**src/rtl/mouse_packet_decoder.sv**
```systemverilog
// Assembles 3-byte PS/2 stream-mode packets and tracks a clamped absolute pointer
// position plus button/status byte. Drives the byte receiver's READ_ENABLE.
module mouse_packet_decoder #(
  parameter int unsigned MAX_X          = 160,
  parameter int unsigned MAX_Y          = 120,
  parameter int unsigned TIMEOUT_CYCLES = 200000
) (
  input  logic       CLK,
  input  logic       RESET,
  input  logic       STREAM_EN,
  input  logic [7:0] BYTE_READ,
  input  logic [1:0] BYTE_ERROR_CODE,
  input  logic       BYTE_READY,
  output logic       READ_ENABLE,
  output logic [7:0] MOUSE_X,
  output logic [7:0] MOUSE_Y,
  output logic [7:0] MOUSE_STATUS,
  output logic       PACKET_VALID,
  output logic       FRAME_ERROR
);

  localparam int unsigned TW = (TIMEOUT_CYCLES > 1) ? $clog2(TIMEOUT_CYCLES) : 1;
  localparam logic [TW-1:0] T_LAST = TW'(TIMEOUT_CYCLES - 1);
  localparam logic signed [10:0] X_HI = 11'(MAX_X - 1);
  localparam logic signed [10:0] Y_HI = 11'(MAX_Y - 1);
  localparam logic [7:0] X_RST = 8'(MAX_X / 2);
  localparam logic [7:0] Y_RST = 8'(MAX_Y / 2);

  typedef enum logic [2:0] {
    IDLE,
    WAIT_B1,
    WAIT_B2,
    WAIT_B3,
    COMMIT
  } state_t;

  state_t        state;
  logic [7:0]    status_q;
  logic [7:0]    dx_q;
  logic [7:0]    dy_q;
  logic [TW-1:0] tcount;

  logic byte_bad;
  logic timeout;

  assign byte_bad = (BYTE_ERROR_CODE != 2'b00);
  assign timeout  = (tcount == T_LAST);

  // 9-bit signed delta (saturated on overflow), added in 11 bits and clamped to 0..hi.
  function automatic logic [7:0] next_pos(input logic [7:0] pos, input logic sign,
                                          input logic ovf, input logic [7:0] mag,
                                          input logic signed [10:0] hi);
    logic signed [10:0] delta;
    logic signed [10:0] sum;
    if (ovf) delta = sign ? -11'sd256 : 11'sd255;
    else     delta = {{3{sign}}, mag};
    sum = $signed({3'b000, pos}) + delta;
    if (sum < 11'sd0)    next_pos = 8'd0;
    else if (sum > hi)   next_pos = hi[7:0];
    else                 next_pos = sum[7:0];
  endfunction

  always_ff @(posedge CLK) begin
    if (RESET) begin
      state        <= IDLE;
      READ_ENABLE  <= 1'b0;
      MOUSE_X      <= X_RST;
      MOUSE_Y      <= Y_RST;
      MOUSE_STATUS <= 8'd0;
      PACKET_VALID <= 1'b0;
      FRAME_ERROR  <= 1'b0;
      status_q     <= 8'd0;
      dx_q         <= 8'd0;
      dy_q         <= 8'd0;
      tcount       <= '0;
    end else begin
      PACKET_VALID <= 1'b0;
      FRAME_ERROR  <= 1'b0;
      if (!STREAM_EN) begin
        // Disabling the stream silently abandons any partial packet.
        state       <= IDLE;
        READ_ENABLE <= 1'b0;
      end else begin
        case (state)
          IDLE: begin
            state       <= WAIT_B1;
            READ_ENABLE <= 1'b1;
          end
          WAIT_B1: begin
            if (BYTE_READY) begin
              if (byte_bad || !BYTE_READ[3]) begin
                FRAME_ERROR <= 1'b1;
              end else begin
                status_q <= BYTE_READ;
                tcount   <= '0;
                state    <= WAIT_B2;
              end
            end
          end
          WAIT_B2: begin
            if (timeout) begin
              FRAME_ERROR <= 1'b1;
              state       <= WAIT_B1;
            end else if (BYTE_READY) begin
              if (byte_bad) begin
                FRAME_ERROR <= 1'b1;
                state       <= WAIT_B1;
              end else begin
                dx_q   <= BYTE_READ;
                tcount <= '0;
                state  <= WAIT_B3;
              end
            end else begin
              tcount <= tcount + 1'b1;
            end
          end
          WAIT_B3: begin
            if (timeout) begin
              FRAME_ERROR <= 1'b1;
              state       <= WAIT_B1;
            end else if (BYTE_READY) begin
              if (byte_bad) begin
                FRAME_ERROR <= 1'b1;
                state       <= WAIT_B1;
              end else begin
                dy_q        <= BYTE_READ;
                tcount      <= '0;
                state       <= COMMIT;
                READ_ENABLE <= 1'b0;
              end
            end else begin
              tcount <= tcount + 1'b1;
            end
          end
          COMMIT: begin
            MOUSE_X      <= next_pos(MOUSE_X, status_q[4], status_q[6], dx_q, X_HI);
            MOUSE_Y      <= next_pos(MOUSE_Y, status_q[5], status_q[7], dy_q, Y_HI);
            MOUSE_STATUS <= status_q;
            PACKET_VALID <= 1'b1;
            state        <= WAIT_B1;
            READ_ENABLE  <= 1'b1;
          end
          default: begin
            state       <= IDLE;
            READ_ENABLE <= 1'b0;
          end
        endcase
      end
    end
  end

endmodule
```
**config.mk**
```make
export PLATFORM = sky130hd
export DESIGN_NAME = mouse_packet_decoder
export DESIGN_NICKNAME = d
export VERILOG_FILES = /design/src/rtl/mouse_packet_decoder.sv
export SDC_FILE = /design/constraint.sdc
export NUM_CORES = 1
export LEC_CHECK = 0
export CORE_AREA = 5 5 118 87
export CTS_CLUSTER_SIZE = 10
export DETAILED_ROUTE_END_ITERATION = 7
export DIE_AREA = 0 0 123 92
export GPL_ROUTABILITY_DRIVEN = 0
export PLACE_DENSITY_LB_ADDON = 0.25
export SETUP_SLACK_MARGIN = 0.02
export SYNTH_ARGS = -nofsm -noshare
export SYNTH_HDL_FRONTEND = slang
export SYNTH_SLANG_ARGS = --single-unit
```
**constraint.sdc**
```tcl
create_clock -name CLK -period 3.1 [get_ports CLK]
set_input_delay 0.465 -clock CLK [delete_from_list [all_inputs] [get_ports CLK]]
set_output_delay 0.465 -clock CLK [all_outputs]
set_load 0.005 [all_outputs]
```
==> results of run 1 <==
-- power groups by stage --
| stage | Sequential (mW) | Clock (mW) | Combinational (mW) |
|---|---|---|---|
| detailed placement | 0.952 | 0 | 0.0780 |
| CTS | 0.931 | 1.05 | 0.0784 |
| floorplan | 0.950 | 0 | 0.0408 |
| finish | 0.932 | 1.03 | 0.0789 |
| global placement | 0.952 | 0 | 0.0769 |
| global route | 0.932 | 1.09 | 0.0853 |
-- state kept, by name, summed over array words and instances, names as in the netlist, 3 cells and up --
name / cells
MOUSE_STATUS: 8
MOUSE_X: 8
MOUSE_Y: 8
dx_q: 8
dy_q: 8
state: 3
status_q: 8
tcount: 18
-- cell usage in the layout, fill, tap and decap left out, drive strengths merged, types with 8 or more instances in the layout --
| cell type | instances |
|---|---|
| dfxtp | 72 |
| nor2 | 59 |
| nand2 | 48 |
| clkdlybuf4s50 | 39 |
| a21oi | 36 |
| mux2i | 25 |
| o21ai | 24 |
| ha | 19 |
| inv | 15 |
| buf | 14 |
| nand3 | 12 |
| xnor2 | 12 |
| o21a | 10 |
| or3 | 10 |
| clkbuf | 9 |
| nand2b | 9 |
| nand4 | 8 |
| xor2 | 8 |
-- layout make-up --
type / instances / share of cell area [%]
timing repair buffer: 53 / 10.3
clock buffer: 9 / 4.69
sequential: 72 / 30.0
inverter: 14 / 1.09
tap: 124 / 3.23
multi-input combinational: 361 / 49.2
clock inverter: 7 / 1.49
-- cells by family (layout without fill, tap and decap cells) --
kind of cell	after synthesis	after routing	share of synthesized area [%]
and+or+nand+nor	181	181	23.0
AOI/OAI and AO/OA	112	112	18.3
DFF	72	72	36.8
buffers and inverters	32	83	3.32
muxes	27	27	6.97
adders and majority gates	21	21	7.10
xor gates and xnor gates	20	20	4.48
-- path summary, 6_finish.rpt --
kind	startpoint	end
setup / recovery	status_q[4]	MOUSE_X[0]
hold reg to reg	MOUSE_STATUS[4]	MOUSE_STATUS[4]
setup reg to reg	status_q[4]	MOUSE_X[0]
hold / removal	MOUSE_STATUS[4]	MOUSE_STATUS[4]
-- per-stage QoR --
stage                     instance area, sq um  total power, mW  setup WS, ps
after floorplan                           3910            0.991           341
after global placement                    4480             1.03           151
after detailed placement                  4480             1.03          49.1
after CTS                                 4780             2.06          27.5
after global routing                      4800             2.11          48.1
final                                     4800             2.04           201
-- worst register-to-register path: stages, from the launching register on --
cell	delay, ps
sky130_fd_sc_hd__dfxtp_1	410
sky130_fd_sc_hd__nand2b_2	210
sky130_fd_sc_hd__o21ai_0	100
sky130_fd_sc_hd__ha_1	210
sky130_fd_sc_hd__fa_1	400
sky130_fd_sc_hd__nand3_1	120
sky130_fd_sc_hd__nand2_1	110
sky130_fd_sc_hd__nor4b_1	420
sky130_fd_sc_hd__nor3_2	120
sky130_fd_sc_hd__a311o_1	310
sky130_fd_sc_hd__a31oi_2	280
sky130_fd_sc_hd__a221o_1	150
-- layer usage --
metal	up-vias	global-route usage, %	share of wire, %
li1	1756	-	-
met1	1608	27.3	52
met2	118	23.7	40
met3	8	6.27	7.2
met4	0	4.42	0.88
met5	-	0	0
==> results.txt, run 1 <==
- In this run the post-CTS setup repair buffer count came out at 0.
* Distinct cell type count of the synthesized netlist: 54
- In the routed design, unresolved DRC markers number 0.
- Non-filler cells, final: 640
- The most common cell in the synthesized netlist is sky130_fd_sc_hd__dfxtp_1.
* CTS Root Buffer Type: sky130_fd_sc_hd__clkbuf_16
* Final count of pins violating max slew: 0
- The synthesized netlist occupies a cell area of 3910 sq um.
- Sequential cells account for a little under half of the total power.
- Startpoint type of the worst setup path: flop
- For the worst flop-to-flop path, the logic depth is 11.
- Cells fill about 54% of the core in the end.
- Total of max-cap violations: 0
* Router iterations before antenna repair: 6
- Number of cells on the worst hold path: 2
- The clock passes through at most 2 buffers.
- Initial Util: 44.0%
- Die Area: 11300 sq um
- The number of global-route vias before repair came to ~3.2k.
* Largest net degree at the start of global routing: 42
- Mapped Avg Cell Area: between 8 and 9 sq um
- Setup skew after layout: 7.16 ps
- Count of clock tree sinks: slightly above 70
- The number of antenna diodes in the final layout is 0.
- Sequential cell area fraction in the yosys report: 36.8%
- After detailed routing, the total wire length is 9.79 mm.
- The net count of the finished layout is 546.
- Including well taps, the total number of placed cells is 624.
* Share of post-route cells with drive strength above 1: 7.75%
- Setup CP Type: reg -> reg
- After clock tree synthesis, the clock-pin slew on the worst setup and hold paths is 60 ps.
- The clock reaches the later pin of the worst-skew pair after 340 ps.
* Leading post-synthesis cells by cell area: sky130_fd_sc_hd__dfxtp_1 37%, sky130_fd_sc_hd__mux2i_1 6.4%, sky130_fd_sc_hd__ha_1 6.1%
- Number of nets with antenna violations after detailed routing: 0
* List of most frequent post-synthesis cells: 72 x sky130_fd_sc_hd__dfxtp_1, 59 x sky130_fd_sc_hd__nor2_1, 48 x sky130_fd_sc_hd__nand2_1
- Dividing the detail-routed via count by the number of cells gives 5.45.
- Die height: 92 um
- Data on the critical path is required at its endpoint by 3380 ps.
- Capturing element type of the critical path: flop
- Net switching is 22.4% of the power.
- Synth Register Bits: slightly above 70
- On the worst path, the slowest cell contributes a delay of roughly 420 ps.
- Along the worst path, the maximum fanout reaches 8.
* Global-route wire length before repair: 16.2 mm
* Worst hold slack: between 400 and 500 ps
* Pin slew with the least headroom to its limit: 645 ps
* Power per unit of standard cell area: 425 nW/um^2
- The area growth from synthesis to layout is 22.7%.
* Worst endpoint data arrival time: 3180 ps
- Final setup violation count: 0
- Internal power summed over all cells: 1.58 mW
- Share of the cycle needed by the critical path after routing: 93.5%
- The number of antenna violations at the first check in global routing was 0.
- Number of gates resized after CTS: 0
* DPL Wire Length: 7.19 mm
- Number of placement rows: 29
- Core footprint: ~8900 sq um
- The synthesized design contains 0 enable-type register cells.
- After the first detailed-routing iteration, the DRC count stood at around 290.
- Vias: 3490
- In this run, the combinational gates consume under 10% of the power.
* Classification of the worst-slack hold path: reg -> reg
* Dominant delay contributor by cell family on the critical path: simple AND/OR/NAND/NOR gates
* Number of primary I/O pins: 41
* Syn Nets: 500
- Maximum clock rate: 0.345 GHz
- Depth of the CTS H-tree: 3
- WL/cell: about 15 um
- Unrepaired setup endpoints after global routing: no
- After synthesis, the share of flip-flops with an asynchronous set or reset is 0%.
- Area taken by flip-flops and latches: 1440 sq um
* Status: completed
- Measured along the x axis, the die boundary spans 123 um.
- Static leakage power: 1.91 nW
* Critical Path, Cell by Cell: nand2b_2 > o21ai_0 > ha_1 > fa_1 > nand3_1 > nand2_1 > nor4b_1 > nor3_2 > a311o_1 > a31oi_2 > a221o_1
- GRT overflow: 0
- Global routing used between 15 and 20% of the available tracks across all layers.
- Minimum clock period: 2900 ps
* Highest-delay cell along the critical path: sky130_fd_sc_hd__nor4b_1
* Count of fill cells added during filler insertion: 802
- Clock tree from TritonCTS: yes
- Post-CTS Hold Buffers: 0
* Buffers on Ports: 40
- The critical path contains buffers and inverters numbering 0 combined.
- Synthesized netlist cell count: 465
- Total area of multi-input combinational cells: around 2400 sq um
* Net switching power of the design: 0.457 mW
* Final setup TNS: 0 ps
- Of the total power, the clock network draws about half.
- Yosys top cell area share: 36.8%
- Final-report hold violation count: 0
- Reg-to-reg setup timing slack: 200 ps
* Yosys Warn Count: 0
* Number of buffers created by CTS: 9
* Largest area contributor in the netlist: sky130_fd_sc_hd__dfxtp_1
* Number of gates on the worst path with buffers counted: 11
- Worst vdd rail ir drop: 0.312 mV
- Among all flip-flop cells after synthesis, the most frequent one is sky130_fd_sc_hd__dfxtp_1.
- In this run the tightest slew margin relative to its limit is between 50% and 60%.
No activity file was read; power rests on OpenSTA's default activity.
==> inputs of run 2 (changes only) <==
--- a/config.mk
+++ b/config.mk
@@ -5,10 +5,10 @@
 export SDC_FILE = /design/constraint.sdc
 export NUM_CORES = 1
 export LEC_CHECK = 0
-export CORE_AREA = 5 5 118 87
+export CORE_AREA = 5 5 112 83
 export CTS_CLUSTER_SIZE = 10
 export DETAILED_ROUTE_END_ITERATION = 7
-export DIE_AREA = 0 0 123 92
+export DIE_AREA = 0 0 117 88
 export GPL_ROUTABILITY_DRIVEN = 0
 export PLACE_DENSITY_LB_ADDON = 0.25
 export SETUP_SLACK_MARGIN = 0.02
==> run 2 against run 1 <==
Routed wire length fell by 1.2%. Final area fell by 0.50%. Via count rose by 1.1%. Largest power group unchanged. Global-route usage rose by 2.0 points. Register-to-register slack improved by 60 ps. Clock skew fell by 3.1 ps. Flip-flop and latch count did not move. Sequential power barely moved.
==> results.txt, run 2 (synthesis results as in run 1) <==
- Deepest clock path buffer count: 2
* Final-report hold violation count: 0
* Net switching power of the design: 0.440 mW
* Net count, final: 543
- WL/cell: around 16 um
* Count of clock tree sinks: 72
- Of the total power, registers draw 46.2%.
- Unrepaired setup endpoints after global routing: no
- Measured along the x axis, the die boundary spans around 120 um.
- The worst path needs between 2000 and 3000 ps of the cycle, external delays included.
- Final count of pins violating max slew: 0
* Reg-to-reg setup timing slack: 260 ps
- Initial Util: roughly half
- Ranked by flip-flop count, first place goes to tcount.
- The first global-routing pass estimated around 16 mm of wire.
* Hold Path Sink: MOUSE_STATUS[3]
- Vias: 3528
- The die is 88 um tall.
* Startpoint type of the worst setup path: flop
- Register-to-Register Path Depth: 11
- The later pin in the worst-skew pair is clocked with a latency of 340 ps.
* Core footprint: 8130 sq um
- Once routing completed, OpenROAD measured the worst setup slack at approximately 260 ps.
* Number of cells on the worst hold path: 2
* Router iterations before antenna repair: 5
- After the flow finishes, the layout carries non-filler instances totaling 618.
- In the routed layout, each cell is associated on average with a via count of 5.71.
- Worst vdd rail ir drop: 0.393 mV
- Buffer count from post-CTS setup fixing: 0
* DRC violation count after routing: 0
- Data required time of the worst path: around 3300 ps
- Share of the cycle needed by the critical path after routing: between 90 and 100%
- The number of antenna diodes in the final layout is 0.
- Number of buffers created by CTS: 9
* Power per unit of standard cell area: 423 nW/um^2
- Number of primary I/O pins: 41
* Share of post-route cells with drive strength above 1: 8.58%
* Max FFs per register: 18
* Number of placement rows: 28
* Capturing element type of the critical path: flop
* Buffers on Ports: 40
* Post-CTS Hold Buffers: 0
- Maximum clock rate: between 0.3 and 0.4 GHz
* DPL Wire Length: 7.18 mm
- Timing startpoint of the critical path: status_q[4]
* Number of nets with antenna violations after detailed routing: 0
* Most common cell after layout, fill and taps aside: sky130_fd_sc_hd__dfxtp_1
- Critical Path, Cell by Cell: nand2b_2 > o21ai_0 > ha_1 > fa_1 > nand3_1 > nand2_1 > and4b_1 > nor3_2 > a311o_1 > a31oi_2 > a221o_1
- Starting DRC count in detailed routing: 219
- Highest-delay cell along the critical path: sky130_fd_sc_hd__dfxtp_1
- Entering global routing, the biggest net connects 28 pins.
- Total of max-cap violations: 0
- The worst register-to-register path begins at status_q[4].
- Clock tree from TritonCTS: yes
- The die covers 10300 sq um.
- In this run the number of H-tree levels came out at 3.
* Proportion of power drawn by combinational gates: approximately 3.8%
- Wires add up to between 9 and 10 mm.
* Final setup TNS: 0 ps
- Clock network power share: 50.0%
- The worst hold path belongs to the class reg -> reg.
- Worst hold slack: 457 ps
- Across every metal layer, demand over resource in global routing totals 19.9%.
- Setup violations remaining at the end of the flow were counted as 0.
- Critical hold path startpoint: MOUSE_STATUS[3]
- Cell internal power was estimated by the tool at around 1.6 mW.
- The largest single stage delay on the critical path is 400 ps.
- Summed over all cells, the static leakage comes to 1.90 nW.
- The area growth from synthesis to layout is 22.1%.
- At the pin with the least slew margin, the transition time is about 590 ps.
- Of the total power, the share spent switching nets is a little over a fifth.
- Placed cells: 602
- Prior to clock tree synthesis, the placed netlist has a worst setup slack of around 32 ps.
* Crit-path max FO: 8
- The run finished with clean final reports.
- The critical path is of the reg -> reg type.
* GRT overflow: 0
- The root buffer cell chosen for the clock tree is sky130_fd_sc_hd__clkbuf_16.
- Number of antenna violations at the first check in global routing: 0
- Data arrives at the worst endpoint at about 3100 ps.
- Clock transition at the registers of the reported paths: 60 ps
* Slew margin rel.: 60.7%
* Setup skew after layout: about 4.1 ps
* Commonest cells after routing, fill and taps aside: 70 x sky130_fd_sc_hd__dfxtp_1, 59 x sky130_fd_sc_hd__nor2_1, 47 x sky130_fd_sc_hd__nand2_1
- The number of global-route vias before repair came to 3283.
- FF-to-FF End: MOUSE_X[0]
run 2: worst max path at each step:
stage	end	slack (ps)	cells after the start
after detailed placement	MOUSE_X[2]	30	11
after global routing	MOUSE_X[2]	70	11
after CTS	MOUSE_X[2]	80	11
after floorplan	MOUSE_Y[0]	340	12
after global placement	MOUSE_X[3]	210	11
final	MOUSE_X[0]	260	11
run 2: layer usage:
metal | track usage [%] | vias to the layer above | share of wire, %
met5 | 0 | - | 0
met4 | 8.96 | 0 | 2.6
met3 | 5.46 | 23 | 5.6
met2 | 27.9 | 99 | 42
met1 | 28.4 | 1651 | 50
li1 | - | 1755 | -
run 2: area by class of cell:
class | instances | area (sq um)
Clock inverter | 6 | 60.1
Inverter | 14 | 52.6
Tap cell | 105 | 131
Multi-Input combinational cell | 361 | 2390
Timing Repair Buffer | 50 | 470
Clock buffer | 10 | 229
Fill cell | 734 | 3350
Sequential cell | 72 | 1440
run 2: stage by stage:
step / power [mW] / instance area (sq um) / util (%)
2_1_floorplan: 0.991 / 3910 / -
3_3_place_gp: 1.03 / 4440 / 54.6
3_5_place_dp: 1.03 / 4440 / 54.6
4_1_cts: 2.04 / 4730 / 58.2
5_1_grt: 2.09 / 4780 / 58.8
6_report: 2.02 / 4780 / 58.8
run 2: worst max-delay path: cells and delay by family, from the launching register on:
family	cells	cell delay [ps]
AOI/OAI and AO/OA	4	790
DFF	1	400
adders and majority gates	2	610
and+or+nand+nor	5	940
run 2: power groups by stage:
stage          clock network, mW  logic (mW)  registers, mW
5_1_grt                     1.07      0.0839          0.932
6_report                    1.01      0.0774          0.932
3_5_place_dp                   0      0.0762          0.952
4_1_cts                     1.03      0.0764          0.932
2_1_floorplan                  0      0.0408          0.950
3_3_place_gp                   0      0.0756          0.952
run 2: what timing repair did:
| item | CTS | global route |
|---|---|---|
| resized for setup | 1 | 12 |
| endpoints found under the hold margin | 0 | 0 |
| pin swaps | 0 | 1 |
| setup endpoints to repair | 4 | 10 |
==> inputs of run 3 (changes only) <==
--- a/config.mk
+++ b/config.mk
@@ -6,6 +6,7 @@
 export NUM_CORES = 1
 export LEC_CHECK = 0
 export CORE_AREA = 5 5 112 83
+export CTS_BUF_LIST = sky130_fd_sc_hd__clkbuf_4
 export CTS_CLUSTER_SIZE = 10
 export DETAILED_ROUTE_END_ITERATION = 7
 export DIE_AREA = 0 0 117 88
==> constraint.sdc (replaced) <==
create_clock -name CLK -period 2.45 [get_ports CLK]
set_input_delay 0.3675 -clock CLK [delete_from_list [all_inputs] [get_ports CLK]]
set_output_delay 0.3675 -clock CLK [all_outputs]
set_load 0.005 [all_outputs]
==> run 3 against run 2 <==
The flow now finishes with violations (setup timing). Final cell count rose by 8.3%. Final area rose by 11%. Sequential share of layout area fell by 2.7 points. Fmax rose by 11%. Global-route usage rose by 1.5 points. Clock power fell by 35%. First-iteration DRC count fell by 11%.
==> results.txt, run 3 (synthesis results as in run 1) <==
- The worst setup path is launched from a flop.
- In this run the critical register-to-register path is captured at MOUSE_X[1].
* Clock tree from TritonCTS: yes
* Power per unit of standard cell area: 368 nW/um^2
- Measured along the y axis, the die boundary spans 88 um.
* Buffers on Ports: 40
- The worst path in the final design needs a cycle of 2560 ps, including I/O delays and setup.
- Vias per cell: 5.65
* Largest net degree at the start of global routing: 30
- Growth of design area from synthesis to finish: 35.0%
* Critical Path, Cell by Cell: buf_2 > o21ai_0 > ha_2 > or4b_1 > o211ai_1 > nor3_2 > a311o_1 > a31oi_4 > a221o_1
* Final core utilization: between 60 and 70%
- Setup CP Type: reg -> reg
- Clock-pin slew was measured on the worst setup and hold paths at roughly 120 ps.
* Termination of the worst setup path: MOUSE_X[1]
- The max-slew violation count was 0.
- The register with the most flip-flops in the layout has 18 of them.
* DPL Wire Length: roughly 7.7 mm
- Capturing element type of the critical path: flop
- Timing startpoint of the critical path: status_q[6]
* Wire length reported by the detailed router: between 10 and 15 mm
- At the pin with the least slew margin, the transition time is 551 ps.
- Highest-delay cell along the critical path: sky130_fd_sc_hd__or4b_1
- Reg-to-reg setup timing slack: -110 ps
* PnR worst setup slack: -111 ps
- Counting the fill cells in the layout gives around 670.
- Post-DP Area: 4840 sq um
* Total Power Consumption: 1.94 mW
- The number of endpoints with negative hold slack in the final report is 0.
* Core footprint: just over 8000 sq um
- Measured in cells, the most critical reg-to-reg path has a length of 9.
* Share of the cycle needed by the critical path after routing: 105%
- Top reg by flops: tcount
- For this run the aggregate overflow at the end of global routing stands at 0.
- Violated checks: setup timing
- Crit path largest cell delay: 450 ps
- The number of clock buffers added by TritonCTS is 9.
* Number of gates on the worst path with buffers counted: 9
- For this run, the total global-route usage over all layers was measured as between 20 and 25%.
* Cell area after layout: 5280 sq um
- Once the floorplan was initialized, standard cells occupied 48.2% of the core.
- In this run the horizontal extent of the chip is 117 um.
- Data required time of the worst path: 2830 ps
* Worst hold slack: 389 ps
- The worst pin sits at a relative slew slack of between 60% and 70%.
- For this block, the initial DRC count from the detailed router was 196.
* Most common cell after layout, fill and taps aside: sky130_fd_sc_hd__dfxtp_1
* Router iterations before antenna repair: 4
- In this run the static leakage power is 2.12 nW.
* CTS Root Buffer Type: sky130_fd_sc_hd__clkbuf_4
* Vias: about 3.8k
* Depth of the CTS H-tree: 3
* Critical register-to-register path startpoint: status_q[6]
- The worst-case IR drop observed on VDD is approximately 0.28 mV.
- Dominant delay contributor by cell family on the critical path: compound AO/OA/AOI/OAI gates
- The clock passes through at most 2 buffers.
- Unrepaired setup endpoints after global routing: yes
- The number of antenna violations at the first check in global routing was 0.
- DRC violation count after routing: 0
- Along the worst path, the maximum fanout reaches 6.
- Status: finished with violations
- After detailed routing, the average wire length per cell comes to 16.3 um.
- Setup violations remaining at the end of the flow were counted as 8.
* Global-route wire length before repair: approximately 17 mm
- The number of buffers and inverters on the critical path is 1.
- Number of global-route vias before repair: 3626
* Worst skew pair latency: 450 ps
* Commonest cells after routing, fill and taps aside: 68 x sky130_fd_sc_hd__dfxtp_1, 56 x sky130_fd_sc_hd__nor2_1, 55 x sky130_fd_sc_hd__buf_4
* Total of max-cap violations: 0
- The floorplan step defined a die boundary enclosing 10300 sq um.
* Total area of multi-input combinational cells: about 2700 sq um
- For this run, the top clock speed supported by timing is 0.390 GHz.
- Row generation in the floorplan step produced 28 rows.
- Number of primary I/O pins: ~40
- The path class of the tightest hold or removal check is in -> reg.
* Number of nets with antenna violations after detailed routing: 0
* Post-CTS Hold Buffers: 0
- For the worst setup path, the data arrival time is 2940 ps.
- For this design, the sink count on the clock tree is 72.
- Of the cells placed in the final design, the portion with a size suffix greater than 1 is between 20% and 30%.
- After the last flow step, the layout net total stands at ~590.
- Registers take 1450 sq um.
- Setup skew after layout: around 23 ps
## run 3: cell types whose count changed in the layout (fill, tap and decap cells not counted), sizes merged
cell / change
diode: +1
bufinv: -1
buf: +50
inv: +1
## run 3: layout make-up
| cell class | instances | share of cell area (%) |
|---|---|---|
| clock inverter | 6 | 0.663 |
| antenna | 1 | 0.0474 |
| sequential | 72 | 27.5 |
| tap | 105 | 2.49 |
| clock buffer | 10 | 1.42 |
| multi-input combinational | 361 | 50.5 |
| timing repair buffer | 100 | 16.4 |
| inverter | 14 | 0.995 |
## run 3: timing repair
item	4_1_cts	5_1_grt
gates resized for setup	32	32
pin swaps	20	18
setup endpoints to repair	15	15
buffers inserted	6	3
## run 3: report_power, final
group / switching [mW] / leakage [nW] / internal [mW] / total [mW]
combinational: 0.0655 / 1.49 / 0.0515 / 0.117
sequential: 0.00244 / 0.583 / 1.17 / 1.17
clock: 0.442 / 0.0555 / 0.213 / 0.655
total: 0.510 / 2.12 / 1.43 / 1.94
## run 3: worst min path at each step
stage                           start         endpoint  slack, ps  cells after the start
final                           RESET          dy_q[5]        390                      2
after global routing            RESET          dy_q[5]        350                      2
after CTS                       RESET          dy_q[5]        350                      2
after detailed placement  status_q[2]  MOUSE_STATUS[2]        440                      2
after global placement    status_q[2]  MOUSE_STATUS[2]        440                      2
after floorplan           status_q[0]  MOUSE_STATUS[0]        430                      2
## run 3: stage by stage
step           std cells  worst slack, ps  TNS [ps]
2_1_floorplan        465             38.3         0
3_3_place_gp         644            -50.2      -266
3_5_place_dp         644             -150     -1140
4_1_cts              665             -115      -765
5_1_grt              668             -219     -1600
6_report             669             -111      -586
## run 3: routing by layer
| metal | vias up | global-route usage [%] | share of wire, % |
|---|---|---|---|
| li1 | 1853 | - | - |
| met1 | 1822 | 29.0 | 47 |
| met2 | 86 | 33.8 | 46 |
| met3 | 19 | 5.80 | 5.4 |
| met4 | 0 | 6.04 | 1.7 |
| met5 | - | 0 | 0 |
